<file path="src/rtl/mem_arbiter_pkg.sv">
// Shared encodings and default widths for the two-requester memory arbiter.
package defines;

    typedef enum logic [1:0] {
        ARB_IDLE     = 2'd0,
        ARB_WAIT_GNT = 2'd1,
        ARB_WAIT_RSP = 2'd2
    } arb_state_e;

    typedef enum logic {
        ARB_OWN_IFU = 1'b0,
        ARB_OWN_LSU = 1'b1
    } arb_owner_e;

    localparam int DEF_ADDR_W = 64;
    localparam int DEF_DATA_W = 64;

endpackage

</file>
<file path="src/rtl/arb_pick.sv">
// Combinational winner select: LSU first unless its streak has hit the limit
// while IFU is also waiting.
module arb_pick
    import defines::*;
(
    input  logic       ifu_req,
    input  logic       lsu_req,
    input  logic       streak_full,
    output logic       valid,
    output arb_owner_e owner
);

    always_comb begin
        valid = ifu_req | lsu_req;
        owner = ARB_OWN_IFU;
        if (lsu_req && !(ifu_req && streak_full)) begin
            owner = ARB_OWN_LSU;
        end
    end

endmodule

</file>
<file path="src/rtl/mem_arbiter.sv">
// Shares one memory port between IFU and LSU, one transaction in flight,
// LSU priority bounded by a streak limit so fetch cannot starve.
module mem_arbiter
    import defines::*;
#(
    parameter int ADDR_W         = DEF_ADDR_W,
    parameter int DATA_W         = DEF_DATA_W,
    parameter int MAX_LSU_STREAK = 4,
    localparam int STREAK_W      = $clog2(MAX_LSU_STREAK + 1)
) (
    input  logic                clk_i,
    input  logic                rst_i,

    input  logic                ifu_req_i,
    input  logic [ADDR_W-1:0]   ifu_addr_i,
    output logic                ifu_gnt_o,
    output logic                ifu_rvalid_o,
    output logic [DATA_W-1:0]   ifu_rdata_o,

    input  logic                lsu_req_i,
    input  logic                lsu_wen_i,
    input  logic [ADDR_W-1:0]   lsu_addr_i,
    input  logic [DATA_W-1:0]   lsu_wdata_i,
    input  logic [DATA_W/8-1:0] lsu_wmask_i,
    output logic                lsu_gnt_o,
    output logic                lsu_rvalid_o,
    output logic [DATA_W-1:0]   lsu_rdata_o,

    output logic                mem_req_o,
    output logic                mem_wen_o,
    output logic [ADDR_W-1:0]   mem_addr_o,
    output logic [DATA_W-1:0]   mem_wdata_o,
    output logic [DATA_W/8-1:0] mem_wmask_o,
    input  logic                mem_gnt_i,
    input  logic                mem_rvalid_i,
    input  logic [DATA_W-1:0]   mem_rdata_i,

    output logic [1:0]          state_dbg,
    output logic [STREAK_W-1:0] streak_dbg
);

    // Handshake: a requester holds req and payload until its gnt pulse; the
    // memory side sees mem_req_o held until mem_gnt_i, then exactly one
    // mem_rvalid_i per accepted request. Responses outside WAIT_RSP are dropped.

    arb_state_e          state;
    arb_state_e          state_nxt;
    arb_owner_e          owner;
    logic [STREAK_W-1:0] streak;

    logic                pay_wen;
    logic [ADDR_W-1:0]   pay_addr;
    logic [DATA_W-1:0]   pay_wdata;
    logic [DATA_W/8-1:0] pay_wmask;

    logic                pick_valid;
    arb_owner_e          pick_owner;
    logic                streak_full;
    logic                take;

    assign streak_full = (streak == STREAK_W'(MAX_LSU_STREAK));
    assign take        = (state == ARB_IDLE) && pick_valid;

    arb_pick u_pick (
        .ifu_req     (ifu_req_i),
        .lsu_req     (lsu_req_i),
        .streak_full (streak_full),
        .valid       (pick_valid),
        .owner       (pick_owner)
    );

    always_ff @(posedge clk_i) begin
        if (rst_i) begin
            state <= ARB_IDLE;
        end else begin
            state <= state_nxt;
        end
    end

    always_comb begin
        state_nxt = state;
        case (state)
            ARB_IDLE:     if (pick_valid)   state_nxt = ARB_WAIT_GNT;
            ARB_WAIT_GNT: if (mem_gnt_i)    state_nxt = ARB_WAIT_RSP;
            ARB_WAIT_RSP: if (mem_rvalid_i) state_nxt = ARB_IDLE;
            default:                        state_nxt = ARB_IDLE;
        endcase
    end

    // Grants and responses are routed combinationally so the data path adds no latency.
    always_comb begin
        mem_req_o    = 1'b0;
        ifu_gnt_o    = 1'b0;
        lsu_gnt_o    = 1'b0;
        ifu_rvalid_o = 1'b0;
        lsu_rvalid_o = 1'b0;
        ifu_rdata_o  = '0;
        lsu_rdata_o  = '0;
        case (state)
            ARB_WAIT_GNT: begin
                mem_req_o = 1'b1;
                if (mem_gnt_i) begin
                    ifu_gnt_o = (owner == ARB_OWN_IFU);
                    lsu_gnt_o = (owner == ARB_OWN_LSU);
                end
            end
            ARB_WAIT_RSP: begin
                if (mem_rvalid_i) begin
                    if (owner == ARB_OWN_IFU) begin
                        ifu_rvalid_o = 1'b1;
                        ifu_rdata_o  = mem_rdata_i;
                    end else begin
                        lsu_rvalid_o = 1'b1;
                        lsu_rdata_o  = mem_rdata_i;
                    end
                end
            end
            default: ;
        endcase
    end

    always_ff @(posedge clk_i) begin
        if (rst_i) begin
            owner     <= ARB_OWN_IFU;
            streak    <= '0;
            pay_wen   <= 1'b0;
            pay_addr  <= '0;
            pay_wdata <= '0;
            pay_wmask <= '0;
        end else if (take) begin
            owner <= pick_owner;
            if (pick_owner == ARB_OWN_LSU) begin
                pay_wen   <= lsu_wen_i;
                pay_addr  <= lsu_addr_i;
                pay_wdata <= lsu_wdata_i;
                pay_wmask <= lsu_wmask_i;
                // Only LSU wins that actually held off a waiting fetch count.
                if (!ifu_req_i) begin
                    streak <= '0;
                end else if (!streak_full) begin
                    streak <= streak + STREAK_W'(1);
                end
            end else begin
                pay_wen   <= 1'b0;
                pay_addr  <= ifu_addr_i;
                pay_wdata <= '0;
                pay_wmask <= '0;
                streak    <= '0;
            end
        end
    end

    assign mem_wen_o   = pay_wen;
    assign mem_addr_o  = pay_addr;
    assign mem_wdata_o = pay_wdata;
    assign mem_wmask_o = pay_wmask;
    assign state_dbg   = state;
    assign streak_dbg  = streak;

endmodule

</file>
<file path="config.mk">
export PLATFORM = sky130hd
export DESIGN_NAME = mem_arbiter
export DESIGN_NICKNAME = d
export VERILOG_FILES = /design/src/rtl/mem_arbiter_pkg.sv /design/src/rtl/arb_pick.sv /design/src/rtl/mem_arbiter.sv
export SDC_FILE = /design/constraint.sdc
export NUM_CORES = 1
export LEC_CHECK = 0
export CAP_MARGIN = 20
export CORE_AREA = 2 2 214 216
export CTS_BUF_LIST = sky130_fd_sc_hd__clkbuf_4 sky130_fd_sc_hd__clkbuf_8 sky130_fd_sc_hd__clkbuf_16
export CTS_CLUSTER_DIAMETER = 40
export DETAILED_ROUTE_END_ITERATION = 7
export DIE_AREA = 0 0 216 218
export PLACE_DENSITY = 0.47
export SYNTH_ARGS = -nofsm -noshare
export SYNTH_HDL_FRONTEND = slang
export SYNTH_SLANG_ARGS = --single-unit
</file>
<file path="constraint.sdc">
create_clock -name clk_i -period 1.39 [get_ports clk_i]
set_input_delay 0.278 -clock clk_i [delete_from_list [all_inputs] [get_ports clk_i]]
set_output_delay 0.278 -clock clk_i [all_outputs]
set_load 0.02 [all_outputs]
</file>
==> Word level (Yosys, flattened, before mapping) <==
Cells that the tools add are included.
{ "word_totals": {"reg_bits": 143, "elab_cells": 53, "input_bits": 271} }
{ "op_classes": {"n_eq_ne": 7, "muxes": 29, "bitwise": 2, "n_reduce_logical": 7, "addsub": 1} }
{ "op_table": {"columns": ["op", "n"], "rows": [
  ["64-bit two-way mux", 8],
  ["1-bit two-way mux", 13],
  ["3-bit two-way mux", 3],
  ["8-bit two-way mux", 1],
  ["2-bit two-way mux", 3],
  ["2-bit != test, second input constant", 3],
  ["2-bit one-hot mux with 3 select lines", 1],
  ["3-bit by 1-bit adder with 3-bit output, second input constant", 1],
  ["3-bit == test, second input constant", 1],
  ["1-bit logical AND", 3],
  ["3-bit != test, second input constant", 1],
  ["3-bit AND reduction", 1],
  ["2-bit by 1-bit == test with 1-bit output, second input constant", 1],
  ["2-bit == test, second input constant", 1],
  ["2-bit zero test", 1],
  ["2-bit AND reduction", 1],
  ["1-bit zero test", 1],
  ["1-bit inverter", 1],
  ["1-bit bitwise OR", 1]
]} }

==> Depth between registers and ports, before layout <==
Gate-level depths: netlist of the first run.
{ "logic_depth": {"word_depth": 7, "depth_mapped": 7, "depth_no_buf": 5} }

==> By module <==
A second synthesis of the first run with hierarchy kept.
{ "unflattened": {"hier_cells": 795, "area_unflattened_um2": 6583.8} }
{ "by_module_without_submodules": {"columns": ["module", "cells_per_inst", "area_each_um2", "n_inst"], "rows": [
  ["mem_arbiter", 793, 6570.1, 1],
  ["arb_pick", 2, 13.8, 1]
]} }

==> Worst setup path after synthesis of the first run <==
No wires, ideal clock.
{ "synth_timing": {"kind": "register to output", "startpoint": "reg state[1] (netlist: state_dbg[1])", "endpoint": "out lsu_rdata_o[10]", "stages_incl_launch_ff": 5, "path_slack_ns": -0.325, "arrival_time_ns": 1.437, "cell_sequence": "dfxtp_1 and4b_1 clkbuf_1 clkbuf_1 and2_1"} }
{ "synth_via": {"elab_chain_cells": 2} }
{ "synth_rtl": {"columns": ["element", "line", "rtl"], "rows": [
  ["from (decl)", "mem_arbiter.sv:46", "arb_state_e state;"],
  ["from (signal assigned)", "mem_arbiter.sv:76", "state <= state_nxt;"],
  ["2-bit == test", "mem_arbiter.sv:99", "case (state)"],
  ["64-bit two-way mux", "mem_arbiter.sv:99", null],
  ["to (decl)", "mem_arbiter.sv:27", "output logic [DATA_W-1:0] lsu_rdata_o,"]
]} }
No other way between the ends.

==> Final worst setup path of the first run <==
{ "layout_timing": {"startpoint": "reg state[0] (netlist: state_dbg[0])", "endpoint": "out lsu_rdata_o[2]"} }
The elaborated chain is that of the path after synthesis.

==> results of run 1 <==
-- worst paths after layout --
path	startpoint	end	cells after the start
setup reg to reg	state_dbg[1]	streak_dbg[2]	4
hold reg to reg	mem_wdata_o[13]	mem_wdata_o[13]	2
hold / removal	rst_i	mem_addr_o[59]	2
setup / recovery	state_dbg[0]	lsu_rdata_o[2]	6
-- per-layer routing --
| metal | part of all wire | vias to the layer above |
|---|---|---|
| li1 | - | 4505 |
| met2 | 0.52 | 451 |
| met3 | 0.063 | 89 |
| met4 | 0.041 | 0 |
| met1 | 0.38 | 4674 |
| met5 | 0 | - |
-- placed cells by master, fill, tap and decap left out, types with 2 or more instances in the layout --
cell and instances:
sky130_fd_sc_hd__nand4_1 75, sky130_fd_sc_hd__a21oi_1 127, sky130_fd_sc_hd__a311oi_2 20, sky130_fd_sc_hd__and2_4 121
sky130_fd_sc_hd__buf_8 5, sky130_fd_sc_hd__clkbuf_16 39, sky130_fd_sc_hd__nand3_1 61, sky130_fd_sc_hd__a21oi_4 3
sky130_fd_sc_hd__inv_6 2, sky130_fd_sc_hd__clkinvlp_4 2, sky130_fd_sc_hd__buf_4 68, sky130_fd_sc_hd__and2_2 4
sky130_fd_sc_hd__buf_6 116, sky130_fd_sc_hd__diode_2 5, sky130_fd_sc_hd__nand3_2 4, sky130_fd_sc_hd__o21ai_1 7
sky130_fd_sc_hd__and2_1 4, sky130_fd_sc_hd__clkbuf_8 3, sky130_fd_sc_hd__and3_4 2, sky130_fd_sc_hd__inv_4 2
sky130_fd_sc_hd__nor2_4 6, sky130_fd_sc_hd__buf_2 4, sky130_fd_sc_hd__o21ai_0 76, sky130_fd_sc_hd__o21ai_2 46
sky130_fd_sc_hd__clkdlybuf4s50_1 386, sky130_fd_sc_hd__buf_12 55, sky130_fd_sc_hd__a311oi_1 44, sky130_fd_sc_hd__bufinv_16 2
sky130_fd_sc_hd__clkinv_4 3, sky130_fd_sc_hd__o21ai_4 11, sky130_fd_sc_hd__dfxtp_1 138, sky130_fd_sc_hd__dfxtp_4 4
sky130_fd_sc_hd__nand2_1 3, sky130_fd_sc_hd__a21oi_2 13, sky130_fd_sc_hd__clkbuf_2 12
-- power by group --
group / leakage [uW] / switching (uW) / total, uW / internal (uW)
Combinational: 0.00479 / 2240 / 4640 / 2400
Sequential: 0.00118 / 216 / 4680 / 4460
Clock: 0.000302 / 2050 / 4980 / 2930
Total: 0.00627 / 4500 / 14300 / 9800
-- per-stage QoR --
step | setup WS [ps] | hold slack, ps | area (um2) | total power, uW | setup TNS [ps]
3_3_place_gp | -1000 | 460 | 14000 | 8670 | -215370
5_1_grt | -748 | 205 | 16500 | 14900 | -158840
3_5_place_dp | -1020 | 466 | 14000 | 8680 | -216070
6_report | -692 | 222 | 16500 | 14300 | -132450
2_1_floorplan | -10.5 | 427 | 7690 | 6380 | -526
4_1_cts | -805 | 188 | 14700 | 13800 | -203830
-- sequential cells by signal (all words and copies together), names as in the netlist --
signal       cells
mem_addr_o      64
mem_wdata_o     64
mem_wen_o        1
mem_wmask_o      8
owner            1
state_dbg        2
streak_dbg       3
-- logic make-up after synthesis --
kind of cell | Yosys count
adder cells (fa/ha/maj) | 2
flip-flops | 143
AND/OR/NAND/NOR | 289
AO/OA/AOI/OAI | 348
buffers and inverters | 122
-- area by class of cell --
class	instances	share of cell area
diodes	5	0.000760
inverters	3	0.000988
clock buffers	22	0.0303
repair buffers	669	0.456
clock inverters	10	0.00752
flip-flops and latches	143	0.175
multi-input cells	642	0.284
well taps	600	0.0456
-- timing repair --
| item | in CTS | in global routing |
|---|---|---|
| pin swaps | 6 | 72 |
| gates resized for setup | 528 | 445 |
| setup endpoints to repair | 407 | 410 |
| buffers inserted | 1 | 33 |
| cloned | 2 | 31 |
==> metrics list, run 1 <==
- The flow ran to the end, but the final reports show violations.
* Violated checks: negative setup slack
* Average size of a mapped cell: 7.92 um2
- Counting instances in the post-synthesis netlist gives the leading cell types as sky130_fd_sc_hd__a21oi_1 (143), sky130_fd_sc_hd__dfxtp_1 (143), sky130_fd_sc_hd__o21ai_0 (140), sky130_fd_sc_hd__and2_1 (129), sky130_fd_sc_hd__nand4_1 (75).
- Broken down by cell family, the worst path's largest delay share belongs to buffers and inverters.
- Most Frequent Cell on Critical Path: sky130_fd_sc_hd__buf_12
- Synthesis handed over a netlist of 904 instances.
* Global-route layer with the greatest usage: met2
* Arr. time, crit path: approximately 1800 ps
- PortBufs: 545
- Syn. warnings: 0
* Post-synthesis sequential element count: between 100 and 150
* Minimum setup slack among reg-to-reg paths: -210 ps
* CP endpoint kind: primary output
* Inst Count DP: between 1500 and 2000
* Area share of and/or/nand/nor cells after synthesis: 0.244
- The worst pin sits at a relative slew slack of 0.742.
* Most frequently used flop master after synthesis: sky130_fd_sc_hd__dfxtp_1
* Start-to-end type of the worst setup path: flop to primary output
* Complex-gate fraction of the synthesized area: 0.277
- Dominant combinational cell family by area after synthesis: compound AO/OA/AOI/OAI gates
- Min cycle time layout: 2080 ps
- PwrDens: around 870 nW/um2
* Max cap viols: 0
- Synth top area share: 0.400
* Number of max-slew violations in the final report: 0
* M1 GR Usage: 0.196
- Fraction of layout instances using a drive strength above 1: 0.377
- Number of buffers created by CTS: 17
- Final Hold Viols: 0
- For this design, the sink count on the clock tree is ~140.
- # setup viols final: 393
- Maximum clock frequency: 480 MHz
* Number of design-rule violations left by the first detailed-router iteration: 571
- Once routing completed, OpenROAD measured the worst setup slack at -692 ps.
- The total area inside the core boundary comes to 44900 um2.
- The via count of the first global-routing pass was 9242.
- Gpl congestion: between 0.8 and 0.9
* Required time worst endpoint: 1110 ps
- Die area: approximately 47000 um2
- From synthesis to final layout, the design area changed by 130%.
- Ranked by total cell area, the synthesized netlist is headed by sky130_fd_sc_hd__dfxtp_1 (40%), sky130_fd_sc_hd__and2_1 (11%), sky130_fd_sc_hd__a21oi_1 (10%), sky130_fd_sc_hd__o21ai_0 (9.8%), sky130_fd_sc_hd__a311oi_1 (7.8%).
* Top cell type by total area after synthesis: sky130_fd_sc_hd__dfxtp_1
- Of all nets on the critical path, the largest fanout is 8.
* Buffer levels on the longest clock path: 2
- Num ports: approximately 550
- In the routed layout, each cell is associated on average with a via count of 4.64.
* Post-Synth Adder-Cell Area: 0.00350
- At the pin with the least slew margin, the transition time is 387 ps.
- The first global-routing pass estimated 62200 um of wire.
- Clock latency of the later-clocked register in the worst-skew pair: roughly 460 ps
- Startpoint class of the critical path: flop
- Static leakage: 0.00627 uW
- The H-tree was split into 4 levels.
- Maximum number of pins on one net before global-route repair: 78
* Non-filler cells, final: 2094
* Net count reported at finish: 1749
- For this design, the CTS-stage hold fixing added 0 buffers.
- CP max-delay cell: sky130_fd_sc_hd__dfxtp_4
* Routed wire length per instance: 22.9 um
* Effective utilization at floorplan: 0.159
- TritonCTS clock tree: done
* Cell area after technology mapping: 7160 um2
* Unrepaired setup endpoints after global routing: yes
* Horizontal extent of the die: 216 um
- Summing over every cut layer, the via total after detailed routing is 9719.
* Worst hold-check path type: primary input to flop
- Of the total synthesized cell area, the portion taken by XOR and XNOR cells is 0.
* Synth cell types: 30
- Cell chosen for the clock root: sky130_fd_sc_hd__clkbuf_16
* Worst clock skew: 9.72 ps
- Number of nets with antenna violations after routing: 0
- Overall Global Routing Usage: 0.177
- After synthesis, the share of cell area in mux cells is 0.
* Vertical die dimension: between 200 and 250 um
- Total wire length: around 48000 um
- Largest incremental delay on the critical path: 360 ps
- The number of buffers and inverters on the critical path is 4.
- Detailed-routing iteration count for the pre-antenna-repair pass: 5
- Of the available clock period, the critical path in the final layout requires 1.50.
- In the global route stage, met2 resource usage came out at 0.316.
- The floorplan has 78 rows.
- Remaining Overflow, GRT: 0
- In the synthesized netlist the async set-or-reset flop fraction comes to 0.
- Sequential fraction of the synthesis area: 0.400
- After clock tree synthesis, the clock-pin slew on the worst setup and hold paths is 60 ps.
- Register Area: 2880 um2
- Layout fillers: 4525
* Post-detail-place hpwl: 32000 um
* Maximum resistive drop on vdd: 0.856 mV
- The number of nets handed over by synthesis was 1177.
* Met3 track demand over resource in global routing: 0.0444
- Cell chain of the critical path: and4b_4 > buf_12 > buf_12 > clkbuf_16 > and2_4 > buf_6
- The initial antenna violation count was 9.
- Final routed DRC violation total: 0
- For this run, the share of the core covered by cells in the final layout is 0.367.
* Area of the multi-input gates: 4680 um2
- Yosys mapped a number of flops with a built-in enable equal to 0.
No activity file was read; power rests on OpenSTA's default activity.
==> run 2: changes to the inputs <==
--- a/config.mk
+++ b/config.mk
@@ -6,12 +6,14 @@
 export NUM_CORES = 1
 export LEC_CHECK = 0
 export CAP_MARGIN = 20
-export CORE_AREA = 2 2 214 216
+export CORE_AREA = 2 2 210 212
 export CTS_BUF_LIST = sky130_fd_sc_hd__clkbuf_4 sky130_fd_sc_hd__clkbuf_8 sky130_fd_sc_hd__clkbuf_16
 export CTS_CLUSTER_DIAMETER = 40
 export DETAILED_ROUTE_END_ITERATION = 7
-export DIE_AREA = 0 0 216 218
-export PLACE_DENSITY = 0.47
+export DIE_AREA = 0 0 212 214
+export DONT_BUFFER_PORTS = 1
+export HOLD_SLACK_MARGIN = 0.15
+export PLACE_DENSITY = 0.31
 export SYNTH_ARGS = -nofsm -noshare
 export SYNTH_HDL_FRONTEND = slang
 export SYNTH_SLANG_ARGS = --single-unit
==> run 2 against run 1 <==
The flow finishes with violations (negative hold slack, negative setup slack). Largest cell class is now multi-input combinational cells. Flip-flop and latch count stayed put. Final area decreased by 37%. First-iteration DRC count decreased by 21%. Die area fell by 3.7%.
==> metrics list, run 2 (synthesis results as in run 1) <==
- Outcome: finished with violations (unchanged)
- Violated checks: negative hold slack, negative setup slack (was negative setup slack)
- Number of buffers created by CTS: 17 (unchanged)
- Clock-pin slew on the worst setup and hold paths: 60 ps (about the same)
* Worst slack at placement: -108 ps (was -1020 ps)
- The top achievable clock speed was 532 MHz (was 480 MHz).
- Post-detail-place hpwl: 27300 um (was 32000 um)
- Final routed DRC violation total: 0 (unchanged)
- The fraction of final layout cells with drive strength greater than 1 is 0.403 (was 0.377).
- The number of DRC markers in iteration 0 was 452 (was 571).
- Worst setup margin: -490 ps (was -692 ps)
- The H-tree depth reported by CTS came to 4 (unchanged).
- The growth of design area from synthesis to finish is 44.1% (was 130%).
* Startpoint class of the critical path: flop (unchanged)
- Hold Path Sink: mem_addr_o[56] (was mem_addr_o[59])
- Worst hold-check path type: primary input to flop (unchanged)
* PwrDens: 1200 nW/um2 (was 868 nW/um2)
- Number of vias per cell after detailed routing: 4.97 (was 4.64)
* Die area: 45400 um2 (was 47100 um2)
* PortBufs: 0 (was 545)
- The capture point of the worst reg-to-reg path is mem_addr_o[4] (was streak_dbg[2]).
- The final RePlAce weighted congestion was 0.708 (was 0.845).
- Start-to-end type of the worst setup path: flop to primary output (unchanged)
- The number of buffers on the longest clock path came to 2 (unchanged).
* R2r startpoint: state_dbg[0] (was state_dbg[1])
- The hold-critical path depth came to 1 (was 2).
- Via count of the routed design: 7520 (was 9719)
- Leading cell type in the layout, fill and taps excluded: sky130_fd_sc_hd__dfxtp_1 (was sky130_fd_sc_hd__clkdlybuf4s50_1)
- The multi-input combinational cell area was 4530 um2 (was 4680 um2).
- The overall fraction of global-route tracks in use was 0.160 (was 0.177).
* Routed wire length per instance: 27.6 um (was 22.9 um)
* Global-route layer with the greatest usage: met2 (unchanged)
* Initial antenna violation count: 5 (was 9)
- CP delay by family, top: simple AND/OR/NAND/NOR gates (was buffers and inverters)
- The final net count was 1179 (was 1749).
- Register Area: 2880 um2 (about the same)
- CP endpoint kind: primary output (unchanged)
* Clock Sinks: 143 (unchanged)
- The clock tree from TritonCTS is done (unchanged).
- Number of max-slew violations in the final report: 0 (unchanged)
- Required time worst endpoint: 1110 ps (about the same)
- Min cycle time layout: 1880 ps (was 2080 ps)
- The met1 track demand over resource was 0.170 (was 0.196).
- The placement row count was 76 (was 78).
- Most frequent cells in the layout: sky130_fd_sc_hd__dfxtp_1 (137), sky130_fd_sc_hd__and2_4 (108), sky130_fd_sc_hd__o21ai_0 (77) (was sky130_fd_sc_hd__clkdlybuf4s50_1 (386), sky130_fd_sc_hd__dfxtp_1 (138), sky130_fd_sc_hd__a21oi_1 (127)).
- The actual slew at the worst max-slew pin was 634 ps (was 387 ps).
* FF-to-FF path depth: 9 (was 4)
- Horizontal extent of the die: 212 um (was 216 um)
- Final cycle utilization of the critical path: 1.35 (was 1.50)
- Arr. time, crit path: 1600 ps (was 1800 ps)
- The met2 routing resource usage after global routing is 0.291 (was 0.316).
- The critical hold path startpoint was rst_i (unchanged).
* Layout fillers: 4689 (was 4525)
- Maximum resistive drop on vdd: 0.863 mV (was 0.856 mV)
- The die span in y is 214 um (was 218 um).
- The largest net degree at the start of global routing is 144 (was 78).
- CP max-delay cell: sky130_fd_sc_hd__dfxtp_4 (unchanged)
* Num ports: 546 (unchanged)
- Cell chain of the critical path: and4b_2 > buf_12 > and2_2 (was and4b_4 > buf_12 > buf_12 > clkbuf_16 > and2_4 > buf_6).
- Total wire length: 41800 um (was 47900 um)
- # setup viols final: 276 (was 393)
- Minimum setup slack among reg-to-reg paths: -390 ps (was -210 ps)
* Detailed-routing iteration count for the pre-antenna-repair pass: 4 (was 5)
* First-pass GRT wire length: 52800 um (was 62200 um)
- Number of nets with antenna violations after routing: 0 (unchanged)
- Area of the core: 42900 um2 (was 44900 um2)
- The critical path buffer and inverter count is 1 (was 4).
- Max cap viols: 0 (unchanged)
* Met3 track demand over resource in global routing: 0.0488 (was 0.0444)
* Cell chosen for the clock root: sky130_fd_sc_hd__clkbuf_16 (unchanged)
* Final Hold Viols: 82 (was 0)
* Remaining Overflow, GRT: 0 (unchanged)
- Tightest hold margin: -76.9 ps (was 222 ps)
- Unrepaired setup endpoints after global routing: yes (unchanged).
* Clock latency of the later-clocked register in the worst-skew pair: 450 ps (was 460 ps)
- The clock skew was 8.25 ps (was 9.72 ps).
- Largest fanout of any net on the critical path: 46 (was 8)
- Largest incremental delay on the critical path: 350 ps (was 360 ps)
* Effective utilization at floorplan: 0.167 (was 0.159)
* Normalized max-slew margin: 0.577 (was 0.742)
- Static leakage: 0.00356 uW (was 0.00627 uW)
- The final standard cell utilization of the core was 0.241 (was 0.367).
* Number of global-route vias before repair: 6879 (was 9242)
[run 2: cell count changes in the layout (fill, tap and decap cells not counted), sizes merged]
| cell | delta |
|---|---|
| clkbuf | -20 |
| bufinv | -1 |
| diode | +3 |
| clkinvlp | +1 |
| nor2 | -3 |
| inv | +4 |
| buf | -164 |
| clkdlybuf4s50 | -386 |
| dlymetal6s2s | -1 |
[run 2: area by class of cell]
| class | count | share of cell area |
|---|---|---|
| diodes | 8 | 0.00194 |
| clock buffers | 18 | 0.0426 |
| clock inverters | 14 | 0.0126 |
| inverters | 3 | 0.00109 |
| multi-input cells | 639 | 0.439 |
| flip-flops and latches | 143 | 0.279 |
| well taps | 585 | 0.0710 |
| repair buffers | 102 | 0.153 |
[run 2: how the worst max path moves through the flow]
stage | from | end | depth (start not counted)
floorplan | state_dbg[0] | ifu_rdata_o[0] | 4
global placement | streak_dbg[0] | mem_wdata_o[56] | 7
detailed placement | streak_dbg[1] | mem_addr_o[7] | 6
CTS | state_dbg[0] | ifu_rdata_o[58] | 3
global route | state_dbg[0] | lsu_rdata_o[62] | 3
finish | state_dbg[0] | lsu_rdata_o[2] | 3
[run 2: power by group]
part           internal, uW  switching [uW]  leakage, uW  total (uW)
combinational          1270            1300      0.00210        2570
clock                  2530            2070     0.000274        4610
sequential             4470             752      0.00118        5220
total                  8270            4120      0.00356       12400
[run 2: what timing repair did]
| item | 4_1_cts | 5_1_grt |
|---|---|---|
| buffers inserted | 0 | 18 |
| hold endpoints to repair | 143 | 143 |
| pin swaps | 24 | 105 |
| gates cloned | 1 | 22 |
| resized for setup | 29 | 141 |
| endpoints found under the setup margin | 249 | 277 |
[run 2: stage by stage]
step                      std cells  TNS [ps]  instance area, um2  power [uW]
after CTS                      1464    -68330                9060       11600
after detailed placement       1431     -8050                8400        6890
after floorplan                 904      -526                7690        6380
after global routing           1512   -117710               10300       12900
after global placement         1431     -8230                8400        6890
final                          1512   -102210               10300       12400
[run 2: routing by layer]
layer / up-vias / part of all wire
met4: 2 / 0.030
met3: 42 / 0.074
met1: 3744 / 0.37
met2: 372 / 0.52
met5: - / 0.00043
li1: 3360 / -
[run 2: worst reg2reg max path: stages (launching register included)]
cell and delay, ps:
sky130_fd_sc_hd__dfxtp_4 350, sky130_fd_sc_hd__buf_4 130, sky130_fd_sc_hd__buf_6 110, sky130_fd_sc_hd__buf_4 130, sky130_fd_sc_hd__nor2_4 230, sky130_fd_sc_hd__buf_6 150
sky130_fd_sc_hd__clkbuf_16 180, sky130_fd_sc_hd__clkbuf_16 170, sky130_fd_sc_hd__a21oi_1 60, sky130_fd_sc_hd__a311oi_1 200
